## src/rtl/alu_serial_responder.sv

```systemverilog
// alu_serial_responder
// Request/response ALU that evaluates add, sub, AND and OR one SLICE-bit
// chunk per cycle, LSB slice first. It returns a SIZE+1-bit result and the
// O/Z/N flags through a valid/ready response port.
//
// Handshake semantics (both ports): a transfer happens on a rising clock edge
// where valid and ready are both high. Valid, once raised, stays high with
// stable payload until that transfer. req_ready is combinational from
// rsp_ready in DONE, so a response can retire and the next request can be
// accepted on the same edge.
module alu_serial_responder #(
    parameter int SIZE  = 32,
    parameter int SLICE = 8
) (
    input  logic            clk,
    input  logic            rst,
    input  logic            req_valid,
    output logic            req_ready,
    input  logic [SIZE-1:0] A,
    input  logic [SIZE-1:0] B,
    input  logic [1:0]      CTRL,
    output logic            rsp_valid,
    input  logic            rsp_ready,
    output logic [SIZE:0]   R,
    output logic            O,
    output logic            Z,
    output logic            N
);

    localparam int NS = SIZE / SLICE;
    localparam int CW = (NS > 1) ? $clog2(NS) : 1;

    localparam logic [1:0] OP_ADD = 2'b00;
    localparam logic [1:0] OP_SUB = 2'b01;
    localparam logic [1:0] OP_AND = 2'b10;
    localparam logic [1:0] OP_OR  = 2'b11;

    typedef enum logic [1:0] {
        IDLE = 2'b00,
        BUSY = 2'b01,
        DONE = 2'b10
    } state_t;

    // State and datapath registers. The _d signals are next-state values.
    state_t          state_q, state_d;
    logic [SIZE-1:0] a_q, a_d;
    logic [SIZE-1:0] b_q, b_d;
    logic [1:0]      op_q, op_d;
    logic [CW-1:0]   cnt_q, cnt_d;
    logic            carry_q, carry_d;
    logic            nz_q, nz_d;
    logic [SIZE:0]   r_q, r_d;
    logic            o_q, o_d;
    logic            z_q, z_d;
    logic            n_q, n_d;

    // Slice datapath signals.
    logic [SLICE-1:0] a_sl;
    logic [SLICE-1:0] b_sl;
    logic [SLICE-1:0] b_eff;
    logic [SLICE:0]   sum_sl;
    logic [SLICE-1:0] res_sl;
    logic             ovf_sl;
    logic             is_arith;
    logic             last_slice;
    logic             capture;

    // Select the current operand slice and evaluate it. Subtraction is
    // a + ~b + carry, with the carry preloaded to 1 at capture time.
    always_comb begin
        a_sl       = a_q[int'(cnt_q)*SLICE +: SLICE];
        b_sl       = b_q[int'(cnt_q)*SLICE +: SLICE];
        b_eff      = (op_q == OP_SUB) ? ~b_sl : b_sl;
        sum_sl     = {1'b0, a_sl} + {1'b0, b_eff} + {{SLICE{1'b0}}, carry_q};
        is_arith   = (op_q == OP_ADD) || (op_q == OP_SUB);
        last_slice = (cnt_q == CW'(NS - 1));
        // Signed overflow equals carry-in XOR carry-out at the MSB. That is
        // the same as: operand signs agree and the result sign differs.
        ovf_sl     = (a_sl[SLICE-1] == b_eff[SLICE-1]) &&
                     (sum_sl[SLICE-1] != a_sl[SLICE-1]);
        case (op_q)
            OP_AND:  res_sl = a_sl & b_sl;
            OP_OR:   res_sl = a_sl | b_sl;
            default: res_sl = sum_sl[SLICE-1:0];
        endcase
    end

    // Next-state logic: FSM transitions, slice writes and request capture.
    always_comb begin
        state_d = state_q;
        a_d     = a_q;
        b_d     = b_q;
        op_d    = op_q;
        cnt_d   = cnt_q;
        carry_d = carry_q;
        nz_d    = nz_q;
        r_d     = r_q;
        o_d     = o_q;
        z_d     = z_q;
        n_d     = n_q;
        capture = 1'b0;

        case (state_q)
            IDLE: begin
                if (req_valid) begin
                    capture = 1'b1;
                    state_d = BUSY;
                end
            end
            BUSY: begin
                r_d[int'(cnt_q)*SLICE +: SLICE] = res_sl;
                carry_d = sum_sl[SLICE];
                nz_d    = nz_q | (|res_sl);
                cnt_d   = cnt_q + 1'b1;
                if (last_slice) begin
                    state_d = DONE;
                    cnt_d   = '0;
                    z_d     = ~(nz_q | (|res_sl));
                    if (is_arith) begin
                        r_d[SIZE] = sum_sl[SLICE];
                        o_d       = ovf_sl;
                        n_d       = res_sl[SLICE-1];
                    end else begin
                        r_d[SIZE] = 1'b0;
                        o_d       = 1'b0;
                        n_d       = 1'b0;
                    end
                end
            end
            DONE: begin
                if (rsp_ready) begin
                    if (req_valid) begin
                        capture = 1'b1;
                        state_d = BUSY;
                    end else begin
                        state_d = IDLE;
                    end
                end
            end
            default: state_d = IDLE;
        endcase

        // The operands are sampled only here. Later changes on A, B or CTRL
        // cannot reach the result.
        if (capture) begin
            a_d     = A;
            b_d     = B;
            op_d    = CTRL;
            carry_d = (CTRL == OP_SUB);
            cnt_d   = '0;
            nz_d    = 1'b0;
        end
    end

    // Register update. Reset discards any transaction that is in flight.
    always_ff @(posedge clk or posedge rst) begin
        if (rst) begin
            state_q <= IDLE;
            a_q     <= '0;
            b_q     <= '0;
            op_q    <= OP_ADD;
            cnt_q   <= '0;
            carry_q <= 1'b0;
            nz_q    <= 1'b0;
            r_q     <= '0;
            o_q     <= 1'b0;
            z_q     <= 1'b0;
            n_q     <= 1'b0;
        end else begin
            state_q <= state_d;
            a_q     <= a_d;
            b_q     <= b_d;
            op_q    <= op_d;
            cnt_q   <= cnt_d;
            carry_q <= carry_d;
            nz_q    <= nz_d;
            r_q     <= r_d;
            o_q     <= o_d;
            z_q     <= z_d;
            n_q     <= n_d;
        end
    end

    // Handshake outputs and the registered result/flags.
    always_comb begin
        req_ready = (state_q == IDLE) || ((state_q == DONE) && rsp_ready);
        rsp_valid = (state_q == DONE);
        R         = r_q;
        O         = o_q;
        Z         = z_q;
        N         = n_q;
    end

endmodule

```

## config.mk

```make
export PLATFORM = sky130hd
export DESIGN_NAME = alu_serial_responder
export DESIGN_NICKNAME = d
export VERILOG_FILES = /design/src/rtl/alu_serial_responder.sv
export SDC_FILE = /design/constraint.sdc
export NUM_CORES = 1
export LEC_CHECK = 0
export ABC_AREA = 1
export CAP_MARGIN = 20
export CORE_MARGIN = 2
export CORE_UTILIZATION = 52
export CTS_CLUSTER_SIZE = 10
export DETAILED_ROUTE_END_ITERATION = 10
export PLACE_DENSITY = 0.8
export SLEW_MARGIN = 20
export SYNTH_ARGS = -nofsm -noshare
export SYNTH_HDL_FRONTEND = slang
export SYNTH_SLANG_ARGS = --single-unit
```

## constraint.sdc

```tcl
create_clock -name clk -period 4.7 [get_ports clk]
set_clock_uncertainty 0.2 [all_clocks]
set_input_delay 0.47 -clock clk [delete_from_list [all_inputs] [get_ports clk]]
set_output_delay 0.47 -clock clk [all_outputs]
set_load 0.01 [all_outputs]
```

==> impl_metrics.tcl, run 1 <==
set metrics [dict create \
    synth_top_family_by_area "simple AND/OR/NAND/NOR gates" \
    cpPeakStageDelay_ps 400 \
    die_w_um 107 \
    syn2layout_area_growth_pct 24.1 \
    yosys.area_share.xor_xnor_pct 1.44 \
    post_cts_buffers 0 \
    rsz0062_at_grt "no" \
    grt_max_degree 84 \
    end_kind "register" \
    core_area_mm2 0.0103 \
    slowest_stage "dfrtp_1" \
    path_cells "inv_2 > buf_4 > nand2_1 > nand3_1 > nand2_1 > xor2_1 > ha_1 > nand2_1 > inv_1 > a21oi_1 > nand2_1 > nand2_1 > nand3_1 > nand2_1 > nand2_1 > nor2_1 > nand3_1 > nand3_1 > nand2_1" \
    swShare_pct 50.0 \
    cts_buffers 9 \
    drv_cap 0 \
    vias 5005 \
    finalSetupViolCount 0 \
    synth-compound-area-share_pct 8.49 \
    dpl.hpwl_um 10500 \
    grt_antenna_before_repair 0 \
    yosysUniqueCellTypes 32 \
    final_nets 906 \
    grt_pass1_vias 4912 \
    start_util_pct 53.4 \
    tns_ps 0 \
    clk-insertion-delay-late_ps 380 \
    ctsResizeCount 0 \
    ys_ff_latch 108 \
    yosys.area_share.simple_pct 31.2 \
    p_int_mw 2.74 \
    fin_crit_ps 3280 \
    drtIter0Drc 311 \
    grt_pass1_wl_um 23500 \
    cts_max_level 3 \
    multi_input_area_mm2 0.00247 \
    fin_hold_ws_ps 288 \
    layout_commonest_cell "nand2_1" \
    p_comb_share_pct 61.9 \
    routed_wl_um 14000 \
    pwr-share-clk_pct 9.6 \
    drtAntennaViolNets 0 \
    drt_pass1_iterations 7 \
    path_common_cell "nand2_1" \
    clock_sinks 108 \
    cp-start-kind "register" \
    synthAdderAreaFrac_pct 3.92 \
    clockRootBuffer "clkbuf_8" \
    cts_tree "built" \
    worstPathArrival_ps 3360 \
    die_area_mm2 0.0114 \
    max_slew_margin_pct 43.2 \
    syn_inst 725 \
    synth_area_mm2 0.00548 \
    tightest_slew_ps 846 \
    num_io_pins 108 \
    antenna_cells 0 \
    clk_pin_slew_ps 100 \
    ir_worst_vdd_v 0.000373 \
    cp.required_ps 4780 \
    seq_area_mm2 0.00270 \
    io_buffers 107 \
    fillers 910 \
    hp-class "register to register" \
    cp_max_fo 30 \
    path_class "register to register" \
    leakage_nw 3.45 \
    wl_per_cell_um 14.6 \
    syn_area_per_cell_um2 7.56 \
    synth_seq_area_share_pct 49.3 \
    layout_common_cells "348 x nand2_1, 108 x dfrtp_1, 107 x clkdlybuf4s50_1" \
    syn-num-nets 811 \
    switchingPower_mw 2.74 \
    grt_overflow 0 \
    drcViolationCount 0 \
    fin_crit_sh_pct 69.9 \
    hold_buffers 0 \
    yosys_warnings 0 \
    max_freq_mhz 305 \
    power_mw 5.48 \
    clockBufferDepth 2 \
    status "finished, final reports clean" \
    rows 37 \
    layout-drive-gt1-share_pct 3.28 \
    power_frac_seq_pct 28.5 \
    avgViaCountPerCell 5.22 \
    hold_violations 0 \
    fp.dieH_um 107 \
    slew_viol_final 0 \
    track_usage_pct 26.0 \
    final_util_pct 66.2 \
    ff2ff_setup_slack_ps 1420 \
    p_per_area_mw_per_mm2 805 \
    gp_congestion 0.882 \
    synthMuxAreaShare_pct 0 \
]
## final cells by class
class,count,area share (%)
multi-input combinational,543,36.3
timing repair buffer,113,16.4
clock inverter,3,0.331
clock buffer,11,2.22
sequential,108,39.7
tap,136,2.50
inverter,45,2.55
## worst paths after layout
path,depth (start not counted),from,to
max,19,cnt_q[0]$_DFFE_PP0P_,nz_q$_DFFE_PP0P_
min,2,b_q[0]$_DFFE_PP0P_,b_q[0]$_DFFE_PP0P_
max reg2reg,19,cnt_q[0]$_DFFE_PP0P_,nz_q$_DFFE_PP0P_
min reg2reg,2,b_q[0]$_DFFE_PP0P_,b_q[0]$_DFFE_PP0P_
max in group asynchronous,3,rst,b_q[26]$_DFFE_PP0P_
min in group asynchronous,2,rst,state_q[1]$_DFFE_PP0P_
## registers in the layout, indices dropped and copies added (netlist names)
register,flops
O,1
Z,1
N,1
carry_q,1
b_q,32
nz_q,1
cnt_q,2
R,33
state_q,2
a_q,32
op_q,2
## cells in the mapped netlist (all sizes together)
master / instances / area [um^2]
nand2: 349 / 1310
dfrtp: 108 / 2700
o21ai: 59 / 295
nand3: 46 / 230
inv: 44 / 165
nor2: 31 / 119
clkbuf: 17 / 65.1
ha: 14 / 175
a21oi: 12 / 60.1
buf: 12 / 78.8
a22o: 8 / 70.1
xor2: 8 / 70.1
nand4: 4 / 25.0
fa: 2 / 40.0
a22oi: 1 / 7.51
a2bb2oi: 1 / 8.76
and2: 1 / 6.26
clkinv: 1 / 3.75
nand3b: 1 / 7.51
nor3: 1 / 5.00
o21bai: 1 / 7.51
o31ai: 1 / 7.51
o41ai: 1 / 8.76
or2: 1 / 6.26
xnor2: 1 / 8.76
## kinds of logic (layout without fill, tap and decap cells)
family,after synthesis,count (layout)
flip-flops,108,108
buffers and inverters,74,172
AND/OR/NAND/NOR,434,434
XOR/XNOR,9,9
adder cells (fa/ha/maj),16,16
AO/OA/AOI/OAI,84,84
## worst max-delay path: cells and delay by family, from the launching register on
kind / cells / cell delay [ps]
compound gates: 1 / 240
xor+xnor: 1 / 180
fa+ha+maj: 1 / 350
buf+inv: 3 / 680
flops: 1 / 400
simple gates: 13 / 1100
## power by group through the flow
stage	clock [mW]	combinational, mW	sequential (mW)
2_1_floorplan	0	2.38	1.54
3_3_place_gp	0	3.27	1.56
3_5_place_dp	0	3.36	1.58
4_1_cts	0.531	3.38	1.56
5_1_grt	0.569	3.89	1.60
6_report	0.527	3.39	1.56
## routing by layer
layer | routed length, um | track usage, % | part of all wire [%]
met2 | 6940 | 44.2 | 50
met1 | 6100 | 34.3 | 44
met4 | 216 | 8.07 | 1.5
met3 | 726 | 4.32 | 5.2
met5 | 0 | 0 | 0
## through the flow
| step | worst slack, ps | area, um^2 | cells |
|---|---|---|---|
| after global placement | 1550 | 6630 | 945 |
| after detailed placement | 1470 | 6630 | 945 |
| after global routing | 1170 | 6810 | 959 |
| after CTS | 1460 | 6810 | 959 |
| final | 1420 | 6810 | 959 |
| after floorplan | 1180 | 5480 | 725 |
Note: power is estimated with default switching activity, not from simulation.
==> run 2: changes to the inputs <==
==> constraint.sdc (replaced) <==
create_clock -name clk -period 3.15 [get_ports clk]
set_clock_uncertainty 0.2 [all_clocks]
set_input_delay 0.315 -clock clk [delete_from_list [all_inputs] [get_ports clk]]
set_output_delay 0.315 -clock clk [all_outputs]
set_load 0.01 [all_outputs]
==> impl_metrics.tcl, run 2 (same netlist as run 1, synthesis figures left out) <==
set metrics [dict create \
    hold_violations 0 \
    leakage_nw 3.54 \
    gp_congestion 0.996 \
    finalSetupViolCount 0 \
    tns_ps 0 \
    path_cells "buf_6 > nand2_1 > nand3_1 > nand2_1 > xor2_1 > fa_2 > inv_2 > fa_1 > nand2_1 > nand3_1 > a21oi_1 > o21bai_1 > a21oi_1 > a2bb2oi_1" \
    r2r_start "cnt_q[0]$_DFFE_PP0P_" \
    rows 37 \
    syn2layout_area_growth_pct 27.4 \
    cpPeakStageDelay_ps 440 \
    cts_tree "built" \
    worstPathArrival_ps 3050 \
    core_area_mm2 0.0103 \
    dpl.hpwl_um 10700 \
    routed_wl_um 14000 \
    cp-start-kind "register" \
    cp_max_fo 7 \
    clk_pin_slew_ps 110 \
    drtIter0Drc 304 \
    max_slew_margin_pct 41.7 \
    fin_hold_ws_ps 226 \
    slowest_stage "dfrtp_1" \
    cp.required_ps 3210 \
    clockRootBuffer "clkbuf_8" \
    power_mw 8.47 \
    grt_pass1_wl_um 23400 \
    final_util_pct 68.0 \
    final_nets 921 \
    max_freq_mhz 335 \
    grt_max_degree 68 \
    fp.dieH_um 107 \
    path_class "register to register" \
    status "finished, final reports clean" \
    cts_buffers 9 \
    p_per_area_mw_per_mm2 1210 \
    slew_viol_final 0 \
    io_buffers 107 \
    end_kind "register" \
    drt_pass1_iterations 5 \
    tightest_slew_ps 868 \
    start_util_pct 53.4 \
    drtAntennaViolNets 0 \
    crit_start "cnt_q[0]$_DFFE_PP0P_" \
    layout-drive-gt1-share_pct 6.31 \
    die_area_mm2 0.0114 \
    track_usage_pct 25.9 \
    ff2ff_setup_slack_ps 170 \
    cts_max_level 3 \
    drcViolationCount 0 \
    rsz0062_at_grt "no" \
    fin_crit_sh_pct 94.7 \
    multi_input_area_mm2 0.00250 \
    layout_common_cells "346 x nand2_1, 108 x dfrtp_1, 107 x clkdlybuf4s50_1" \
    fillers 883 \
    avgViaCountPerCell 5.25 \
    grt_pass1_vias 4887 \
    fin_crit_ps 2980 \
    clockBufferDepth 2 \
    seq_area_mm2 0.00270 \
    antenna_cells 0 \
    largest_reg_flops 33 \
    grt_overflow 0 \
    grt_antenna_before_repair 0 \
    die_w_um 107 \
    crit_family "compound AO/OA/AOI/OAI gates" \
    vias 5122 \
    path_common_cell "nand2_1" \
    clock_sinks 108 \
    drv_cap 0 \
    layout_commonest_cell "nand2_1" \
    clk-insertion-delay-late_ps 380 \
    post_cts_buffers 0 \
    hp-class "primary input to async pin" \
    cp_num_buf_inv 2 \
    wl_per_cell_um 14.3 \
    num_io_pins 108 \
    ir_worst_vdd_v 0.000565 \
]
==> run 2: layout make-up <==
class                   count  area share [%]
flip-flops and latches    108            38.7
multi-input cells         543            35.8
clock buffers              10            1.83
inverters                  45            2.51
well taps                 136            2.44
clock inverters             6           0.806
repair buffers            128            17.9
==> run 2: power by group <==
part           internal [mW]  switching (mW)  total, mW  leakage, nW
Sequential              1.97           0.380       2.35         1.38
Combinational           1.97            3.33       5.30         2.06
Clock                  0.304           0.512      0.816       0.0944
==> run 2: final timing paths <==
kind	depth (start not counted)	endpoint
hold / removal	2	a_q[17]$_DFFE_PP0P_
min in group clk	3	b_q[5]$_DFFE_PP0P_
hold reg to reg	2	a_q[5]$_DFFE_PP0P_
max in group asynchronous	3	b_q[19]$_DFFE_PP0P_
setup reg to reg	14	R[32]$_DFFE_PP0P_
setup / recovery	14	R[32]$_DFFE_PP0P_
==> run 2: per-layer routing <==
layer	global-route usage [%]	wire length, um
met1	34.2	5940
met2	43.8	6780
met3	4.13	890
met4	8.53	385
met5	0	0
==> run 2: stage by stage <==
stage	cell area [um^2]	setup WS (ps)	instances
floorplan	5490	245	725
global placement	6760	252	960
detailed placement	6760	142	960
CTS	6940	116	976
global route	6980	0.222	976
finish	6980	166	976
==> run 2: timing repair <==
item,4_1_cts,5_1_grt
hold buffers,0,0
endpoints found under the hold margin,0,0
resized for setup,0,14
setup endpoints to repair,0,10
==> run 2: worst register-to-register path: cells and delay by family, from the launching register on <==
family	cells	cell delay, ps
AOI/OAI and AO/OA	4	660
xor gates and xnor gates	1	200
adders and majority gates	2	650
buffers and inverters	2	200
DFF	1	440
and+or+nand+nor	5	520
==> run 3: changes to the inputs <==
--- a/config.mk
+++ b/config.mk
@@ -11,6 +11,7 @@
 export CORE_UTILIZATION = 52
 export CTS_CLUSTER_SIZE = 10
 export DETAILED_ROUTE_END_ITERATION = 10
+export MAX_ROUTING_LAYER = met4
 export PLACE_DENSITY = 0.8
 export SLEW_MARGIN = 20
 export SYNTH_ARGS = -nofsm -noshare
==> impl_metrics.tcl, run 3 (same netlist as run 1, synthesis figures left out) <==
set metrics [dict create \
    end_kind "register" \
    avgViaCountPerCell 5.23 \
    dpl.cell_count 959 \
    dpl.hpwl_um 10500 \
    clockRootBuffer "clkbuf_8" \
    p_per_area_mw_per_mm2 1230 \
    hp-class "primary input to async pin" \
    clock_sinks 108 \
    num_io_pins 108 \
    syn2layout_area_growth_pct 27.9 \
    path_class "register to register" \
    final_nets 920 \
    status "finished, final reports clean" \
    layout-drive-gt1-share_pct 6.56 \
    cts_tree "built" \
    drt_pass1_iterations 5 \
    hold_buffers 0 \
    track_usage_pct 26.9 \
    fin_crit_sh_pct 94.6 \
    grt_pass1_wl_um 23700 \
    die_w_um 107 \
    tns_ps 0 \
    finalSetupViolCount 0 \
    drtIter0Drc 267 \
    fin_crit_ps 2980 \
    grt_max_degree 68 \
    clk_pin_slew_ps 110 \
    cp_max_fo 14 \
    cp.required_ps 3240 \
    max_slew_margin_pct 44.8 \
    largest_reg_flops 33 \
    slew_viol_final 0 \
    hold_violations 0 \
    core_area_mm2 0.0103 \
    grt_pass1_vias 5023 \
    cts_buffers 9 \
    routed_wl_um 14000 \
    grt_antenna_before_repair 0 \
    antenna_cells 0 \
    final_util_pct 68.2 \
    drv_cap 0 \
    io_buffers 107 \
    layout_commonest_cell "nand2_1" \
    drcViolationCount 0 \
    worstPathArrival_ps 3070 \
    fp.dieH_um 107 \
    tightest_slew_ps 822 \
    fillers 877 \
    gp_congestion 0.944 \
    ir_worst_vdd_v 0.000530 \
    rows 37 \
    die_area_mm2 0.0114 \
    clk-insertion-delay-late_ps 390 \
    leakage_nw 3.54 \
    cts_max_level 3 \
    wl_per_cell_um 14.4 \
    grt_overflow 0 \
    clockBufferDepth 2 \
    max_freq_mhz 336 \
    fin_cells 975 \
    start_util_pct 53.4 \
    cp-start-kind "register" \
    vias 5104 \
    layout_common_cells "344 x nand2_1, 107 x clkdlybuf4s50_1, 106 x dfrtp_1" \
    fin_hold_ws_ps 124 \
    drtAntennaViolNets 0 \
]
## run 3: cell type report
cell class                 instances  area, um^2  area share (%)
clock buffer                      13         149            2.12
clock inverter                     3        43.8           0.624
inverter                          45         178            2.53
multi-input combinational        543        2520            35.9
sequential                       108        2710            38.6
tap                              136         170            2.43
timing repair buffer             127        1250            17.8
## run 3: path summary, 6_finish.rpt
path | start | end | slack, ps | cells after the start
hold / removal | rst | state_q[0]$_DFFE_PP0P_ | 120 | 2
setup reg to reg | cnt_q[0]$_DFFE_PP0P_ | nz_q$_DFFE_PP0P_ | 170 | 15
setup / recovery | cnt_q[0]$_DFFE_PP0P_ | nz_q$_DFFE_PP0P_ | 170 | 15
hold reg to reg | a_q[26]$_DFFE_PP0P_ | a_q[26]$_DFFE_PP0P_ | 290 | 2
min in group clk | B[23] | b_q[23]$_DFFE_PP0P_ | 260 | 3
max in group asynchronous | rst | cnt_q[1]$_DFFE_PP0P_ | 1870 | 3
## run 3: through the flow
step	total power, mW	cell area [um^2]	worst slack (ps)
2_1_floorplan	5.86	5490	245
3_5_place_dp	7.52	6760	129
5_1_grt	9.43	7010	-26.8
4_1_cts	8.40	6960	81.1
6_report	8.65	7010	172
3_3_place_gp	7.42	6760	163
## run 3: timing repair
action | in CTS | in global routing
setup buffers | 0 | 0
endpoints found under the setup margin | 0 | 18
resized for setup | 0 | 19
## run 3: per-layer routing
layer,track usage [%],share of wire [%]
met1,34.5,43
met2,43.5,50
met3,4.62,5.5
met4,9.46,2.1
met5,-,0
## run 3: worst max-delay path: stages, from the launching register on
cell     delay, ps
dfrtp_2        440
buf_12         150
nand2_1         50
nand3_1        100
nand2_1         90
xor2_1         160
fa_1           390
inv_2           90
fa_2           420
or2_2          310
nand3_2        100
nand2_1         70
nor2_1          90
nand3_1        100
nand3_1         80
nand2_1         60
## run 3: where the power goes
part	total [mW]	leakage [nW]	internal, mW	switching [mW]
clock network	0.864	0.0980	0.393	0.471
registers	2.34	1.38	1.97	0.373
logic	5.44	2.06	2.03	3.41
total	8.65	3.54	4.40	4.26
